[src/rtl/avalon_operand_loader.sv]
// Avalon-MM host that loads operands A and B into the 3A-9B agent and returns its result on an Avalon-ST source.
// Optional result self-check enabled by defining LOADER_CHECK_EN (adds aso_out0_error).
module avalon_operand_loader #(
   parameter int unsigned N          = 32,
   parameter logic [7:0]  ADDR_A     = 8'h00,
   parameter logic [7:0]  ADDR_B     = 8'h01,
   parameter int unsigned RESULT_LAT = 2
) (
   input  logic            csi_clk,
   input  logic            rsi_arst_n,
   input  logic            asi_in0_valid,
   output logic            asi_in0_ready,
   input  logic [2*N-1:0]  asi_in0_data,
   output logic [7:0]      avm_m0_address,
   output logic            avm_m0_write,
   output logic [N-1:0]    avm_m0_writedata,
   input  logic            avm_m0_waitrequest,
   input  logic [N-1:0]    coe_R_in,
   output logic            aso_out0_valid,
   input  logic            aso_out0_ready,
   output logic [N-1:0]    aso_out0_data
`ifdef LOADER_CHECK_EN
   ,
   output logic            aso_out0_error
`endif
);

   localparam int unsigned CW = (RESULT_LAT > 1) ? $clog2(RESULT_LAT) : 1;

   typedef enum logic [2:0] {
      IDLE,
      WR_A,
      WR_B,
      WAIT,
      OUT
   } state_t;

   state_t         state;
   logic [N-1:0]   op_a;
   logic [N-1:0]   op_b;
   logic [CW-1:0]  wait_cnt;
   logic [N-1:0]   in_a;
   logic [N-1:0]   in_b;

   assign in_a = asi_in0_data[N-1:0];
   assign in_b = asi_in0_data[2*N-1:N];

`ifdef LOADER_CHECK_EN
   logic [N-1:0] expected;
   logic [N-1:0] in_expected;

   assign in_expected = ((in_a << 1) + in_a) - ((in_b << 3) + in_b);
`endif

   always_ff @(posedge csi_clk or negedge rsi_arst_n) begin
      if (!rsi_arst_n) begin
         state            <= IDLE;
         asi_in0_ready    <= 1'b0;
         avm_m0_write     <= 1'b0;
         avm_m0_address   <= '0;
         avm_m0_writedata <= '0;
         aso_out0_valid   <= 1'b0;
         aso_out0_data    <= '0;
         op_a             <= '0;
         op_b             <= '0;
         wait_cnt         <= '0;
`ifdef LOADER_CHECK_EN
         expected         <= '0;
         aso_out0_error   <= 1'b0;
`endif
      end else begin
         case (state)
            IDLE: begin
               asi_in0_ready <= 1'b1;
               if (asi_in0_valid && asi_in0_ready) begin
                  op_a             <= in_a;
                  op_b             <= in_b;
                  asi_in0_ready    <= 1'b0;
                  avm_m0_write     <= 1'b1;
                  avm_m0_address   <= ADDR_A;
                  avm_m0_writedata <= in_a;
`ifdef LOADER_CHECK_EN
                  expected         <= in_expected;
`endif
                  state            <= WR_A;
               end
            end

            // Bus outputs are preloaded for B on the A-accept edge so the writes run back-to-back.
            WR_A: begin
               if (!avm_m0_waitrequest) begin
                  avm_m0_address   <= ADDR_B;
                  avm_m0_writedata <= op_b;
                  state            <= WR_B;
               end else begin
                  avm_m0_address   <= ADDR_A;
                  avm_m0_writedata <= op_a;
               end
            end

            WR_B: begin
               if (!avm_m0_waitrequest) begin
                  avm_m0_write <= 1'b0;
                  wait_cnt     <= CW'(RESULT_LAT - 1);
                  state        <= WAIT;
               end
            end

            WAIT: begin
               if (wait_cnt == '0) begin
                  aso_out0_data  <= coe_R_in;
                  aso_out0_valid <= 1'b1;
`ifdef LOADER_CHECK_EN
                  aso_out0_error <= (coe_R_in != expected);
`endif
                  state          <= OUT;
               end else begin
                  wait_cnt <= wait_cnt - CW'(1);
               end
            end

            OUT: begin
               if (aso_out0_ready) begin
                  aso_out0_valid <= 1'b0;
`ifdef LOADER_CHECK_EN
                  aso_out0_error <= 1'b0;
`endif
                  asi_in0_ready  <= 1'b1;
                  state          <= IDLE;
               end
            end

            default: begin
               avm_m0_write   <= 1'b0;
               aso_out0_valid <= 1'b0;
               state          <= IDLE;
            end
         endcase
      end
   end

endmodule

[config.mk]
export PLATFORM = sky130hd
export DESIGN_NAME = avalon_operand_loader
export DESIGN_NICKNAME = d
export VERILOG_FILES = /design/src/rtl/avalon_operand_loader.sv
export SDC_FILE = /design/constraint.sdc
export NUM_CORES = 1
export LEC_CHECK = 0
export BUFFER_PORTS_ARGS = -buffer_cell sky130_fd_sc_hd__buf_2
export CORE_AREA = 2 2 133 135
export CTS_CLUSTER_SIZE = 8
export DETAILED_ROUTE_END_ITERATION = 16
export DIE_AREA = 0 0 135 137
export SLEW_MARGIN = 20
export SYNTH_ARGS = -nofsm -noshare
export SYNTH_HDL_FRONTEND = slang
export SYNTH_SLANG_ARGS = --single-unit
[constraint.sdc]
create_clock -name csi_clk -period 1.8 [get_ports csi_clk]
set_input_delay 0.54 -clock csi_clk [delete_from_list [all_inputs] [get_ports csi_clk]]
set_output_delay 0.54 -clock csi_clk [all_outputs]
set_load 0.02 [all_outputs]
# Word level (Yosys, flattened, before mapping)
# Index checks and enable logic that the tools add are counted.
# classes
addsub	1
eq_ne	9
muxes	24
n_bitwise	3
n_reduce_logical	15
# op_table
op	count
$mux 32	2
$pmux 32 s2	1
$pmux 8 s2	1
$mux 3	5
$pmux 3 s5	1
$ne 2x2->1 const B	5
$reduce_and 2->1	5
$mux 1	9
$mux 8	1
$eq 3x2->1 const B	2
$pmux 1 s3	2
$reduce_and 3->1	2
$reduce_bool 2->1	3
$reduce_or 3->1	2
$reduce_and 5->1	1
$pmux 1 s2	2
$eq 3x1->1 const B	1
$eq 3x3->1 const B	1
$logic_not 3->1	1
$not 1->1	3
$logic_and 1x1->1	1
$sub 1x1->1 const B	1
# totals
ff_bits	143
inputBits	101
out_inout_bits	75

# Longest topological paths before layout
# depth
ltp_word	4
ltp_mapped	6

# Worst setup path before layout
# No wires, ideal clock.
# synth_path
kind	input-to-reg
startpoint	input port avm_m0_waitrequest
endpoint	register avm_m0_writedata[10]
setup_ns	0.126
arrival_time_ns	1.688
required_time_ns	1.674
path_slack_ns	-0.014
stages	5
path_buffers	2
cell_sequence	buf_4 > clkbuf_1 > mux2i_1 > nor2_1 > a311o_1
# synth_via
elab_chain_len	2
# synth_lines
element	line_no	rtl
start, declared	17	input logic avm_m0_waitrequest,
$mux 32	91	if (!avm_m0_waitrequest) begin
$pmux 32 s2	72	case (state)
end signal, assigned	81	avm_m0_writedata <= in_a;
end signal, assigned	93	avm_m0_writedata <= op_b;
end signal, assigned	97	avm_m0_writedata <= op_a;
end, declared	16	output logic [N-1:0] avm_m0_writedata,
# No other way between the ends.
# A chain may end at the register's enable or synchronous reset.

# Worst setup path in the final report
# layout_path
startpoint	register state[2]
endpoint	register op_b[31]
# layout_via
elab_chain_len	2
# layout_lines
element	line_no	rtl
start, declared	38	state_t state;
start signal, assigned	57	state <= IDLE;
start signal, assigned	85	state <= WR_A;
start signal, assigned	94	state <= WR_B;
$logic_not 3->1	72	
$reduce_and 2->1 (no source line)	-	
end signal, assigned	77	op_b <= in_b;
end, declared	40	logic [N-1:0] op_b;
# No other way between the ends.

==> impl_metrics.tcl <==
set metrics [dict create \
    grt_setup_unrepaired "no" \
    final_min_period_over_clock_period_pct 96.5 \
    endpoint_kind "flop" \
    critical_path_class "flop to flop" \
    area_growth_pct 30.8 \
    ff2ff_path_depth 4 \
    num_rows 48 \
    design.core.area_um2 17100 \
    chipWidth_um 135 \
    cts_setup_buffers 0 \
    drv_cap 0 \
    setup_viol_count_final 0 \
    synth_simple_gate_area_share_pct 6.88 \
    grt_max_degree 52 \
    initial_cell_density_of_the_core_pct 34.5 \
    route.met3.wl_um 1240 \
    vias_per_cell 4.96 \
    ys_seq_elements 136 \
    power.density_cell_area_nw_per_um2 1950 \
    synth.lib_cells_used.distinct 30 \
    post-synth-top-count-cell "dfrtp_1" \
    synthTopCellsByArea "dfrtp_1 58%, mux2_4 7.2%, mux2_2 6.9%" \
    proportion_of_total_power_due_to_net_switching_pct 35.0 \
    antenna_left 0 \
    cts_max_path_buffers 2 \
    internal_power_mw 9.75 \
    n_antenna_cell 0 \
    postSynth.asyncResetShare_pct 100 \
    boundaryPins 176 \
    synth_seq_area_share_pct 57.9 \
    power_frac_seq_pct 36.2 \
    totalPowerFinal_mw 15.0 \
    antenna_found_initial 2 \
    highest-signal-layer "met5" \
    tritoncts.num_buffers 17 \
    p_leak_nw 4.01 \
    yosys-mux-area-fraction_pct 19.5 \
    gr-usage-all-layers_pct 16.3 \
    dr_wl_met2_um 6900 \
    fill_cells 1609 \
    clk-insertion-delay-late_ps 410 \
    synth-adder-area-share_pct 0 \
    tritoncts "built" \
    irDropWorstVdd_v 0.000837 \
    worstSetupStartpointType "flop" \
    route.vias.total 4207 \
    combinational_family_with_the_most_area_after_synthesis "multiplexers" \
    dieHeight_um 137 \
    final_layout_size_suffix_gt1_share_pct 48.3 \
    switching_power_mw 5.24 \
    drt_wl_total_um 14400 \
    cts.htree.levels 4 \
    design.final.nets 712 \
    cts_hold_buffers 0 \
    post_cts_resize_count 0 \
    drt_first_pass_iters 4 \
    synthesis.instances 433 \
    worst-endpoint-arrival_ps 2030 \
    drc 0 \
    fmax_mhz 576 \
    drv_slew 0 \
    dr.first_iter.drc_count 174 \
    fin_setup_tns_ps 0 \
    synth.yosys.warnings 0 \
    r2r-start "state[2]$_DFFE_PN0P_" \
    synth_area_leader_cell "dfrtp_1" \
    die_footprint_um2 18500 \
    vias_in_the_first_global_route 4490 \
    finalHoldViolations 0 \
    syn_std_cell_area_um2 5880 \
    synthesized_area_fraction_occupied_by_ao_oa_aoi_and_oai_cells_pct 11.1 \
    rrSetupSlack_ps 60 \
    place.port_buffers 168 \
    average_footprint_of_a_synthesized_cell_um2 13.6 \
    worst-path-max-fanout 11 \
    grt_remaining_overflow 0 \
    netlist_top_cells_count "136 x dfrtp_1, 36 x mux2_2, 34 x nor2_1, 33 x a21o_1, 32 x mux2i_1" \
    gp_congestion 0.758 \
    skew_ps 5.50 \
    grt_first_pass_wirelength_um 23100 \
    post-dp-hpwl_um 9970 \
    synth_top_area_share_pct 57.9 \
    routedLengthMet1_um 6160 \
    power.clock.fraction_pct 23.2 \
    run_status "complete, no violations" \
    post_drt_wl_per_cell_um 17.0 \
    area_share_of_xor_xnor_cells_in_the_synthesized_design_pct 0 \
    r2r_end "op_b[31]$_DFFE_PN0P_" \
    clkSlewWorstSetupHoldPaths_ps 60 \
    share_comb_of_total_power_pct 40.6 \
    min-delay-path-class "input pin to async pin" \
    tritoncts_num_sinks 136 \
    synth-main-ff-cell "dfrtp_1" \
    layout_min_cycle_time_ps 1740 \
    synth_enable_flop_cells 0 \
    cts_root_buf "clkbuf_16" \
    worstPathRequired_ps 2090 \
]
-- flip-flops by register name (all words and copies together) (netlist names) --
| name | flops |
|---|---|
| asi_in0_ready | 1 |
| aso_out0_data | 32 |
| aso_out0_valid | 1 |
| avm_m0_address | 1 |
| avm_m0_write | 1 |
| avm_m0_writedata | 32 |
| op_a | 32 |
| op_b | 32 |
| state | 3 |
| wait_cnt | 1 |
-- final cells by class --
cell class,instances,area (um^2),area share [%]
repair buffers,194,1150,15.0
flip-flops and latches,136,3400,44.3
multi-input cells,258,2230,29.1
inverters,4,15.0,0.195
clock inverters,10,118,1.53
clock buffers,21,480,6.25
well taps,225,282,3.66
-- power groups by stage --
stage	registers, mW	logic [mW]	clock network (mW)
finish	5.43	6.09	3.48
global route	5.61	6.61	3.71
CTS	5.43	6.17	3.58
detailed placement	5.44	6.16	0
global placement	5.39	5.97	0
floorplan	6.19	3.42	0
-- cell usage in the layout, fill, tap and decap left out, drive strengths merged --
cell / n
a211oi: 2
a21o: 33
a21oi: 3
a311o: 32
a311oi: 1
a31oi: 3
and2: 1
and3: 32
and3b: 2
and4: 1
buf: 194
bufinv: 2
clkbuf: 21
clkinv: 2
clkinvlp: 4
conb: 7
dfrtp: 136
inv: 6
mux2: 64
mux2i: 32
nand2: 4
nor2: 34
nor3: 1
o21ai: 4
o22ai: 1
or3b: 1
-- metrics by stage --
stage,std cells,hold slack (ps),util (%),instance area [um^2],worst slack (ps)
5_1_grt,848,55.7,45.1,7690,3.51
2_1_floorplan,439,244,-,5900,35.0
6_report,848,48.1,45.1,7690,62.4
3_5_place_dp,817,465,41.6,7090,-43.3
4_1_cts,848,51.4,45.1,7690,61.2
3_3_place_gp,817,458,41.6,7090,-13.3
-- cells by family (layout without fill, tap and decap cells) --
logic type / after synthesis / in the layout
compound gates: 79 / 79
simple gates: 76 / 76
flops: 136 / 136
mux: 96 / 96
other cells: 1 / 7
buf+inv: 45 / 229
-- critical path, stage by stage, from the launching register on --
cell     delay, ps
dfrtp_1        450
and3b_1        400
and2_4         250
buf_12         170
mux2_2         350
-- per-layer routing --
layer | vias to the layer above | global-route usage (%)
li1 | 1923 | -
met1 | 2111 | 20.4
met2 | 161 | 26.0
met3 | 10 | 7.04
met4 | 2 | 4.11
met5 | - | 0
-- how the worst max path moves through the flow --
stage	from	endpoint	slack, ps	depth (start not counted)
after floorplan	avm_m0_waitrequest	avm_m0_writedata[26]$_DFFE_PN0P_	40	5
after global routing	state[2]$_DFFE_PN0P_	op_b[2]$_DFFE_PN0P_	4	4
after CTS	state[2]$_DFFE_PN0P_	op_b[0]$_DFFE_PN0P_	60	4
after global placement	asi_in0_valid	op_b[1]$_DFFE_PN0P_	-10	5
final	state[2]$_DFFE_PN0P_	op_b[31]$_DFFE_PN0P_	60	4
after detailed placement	asi_in0_valid	op_b[1]$_DFFE_PN0P_	-40	5
(Power assumes the default switching activity.)
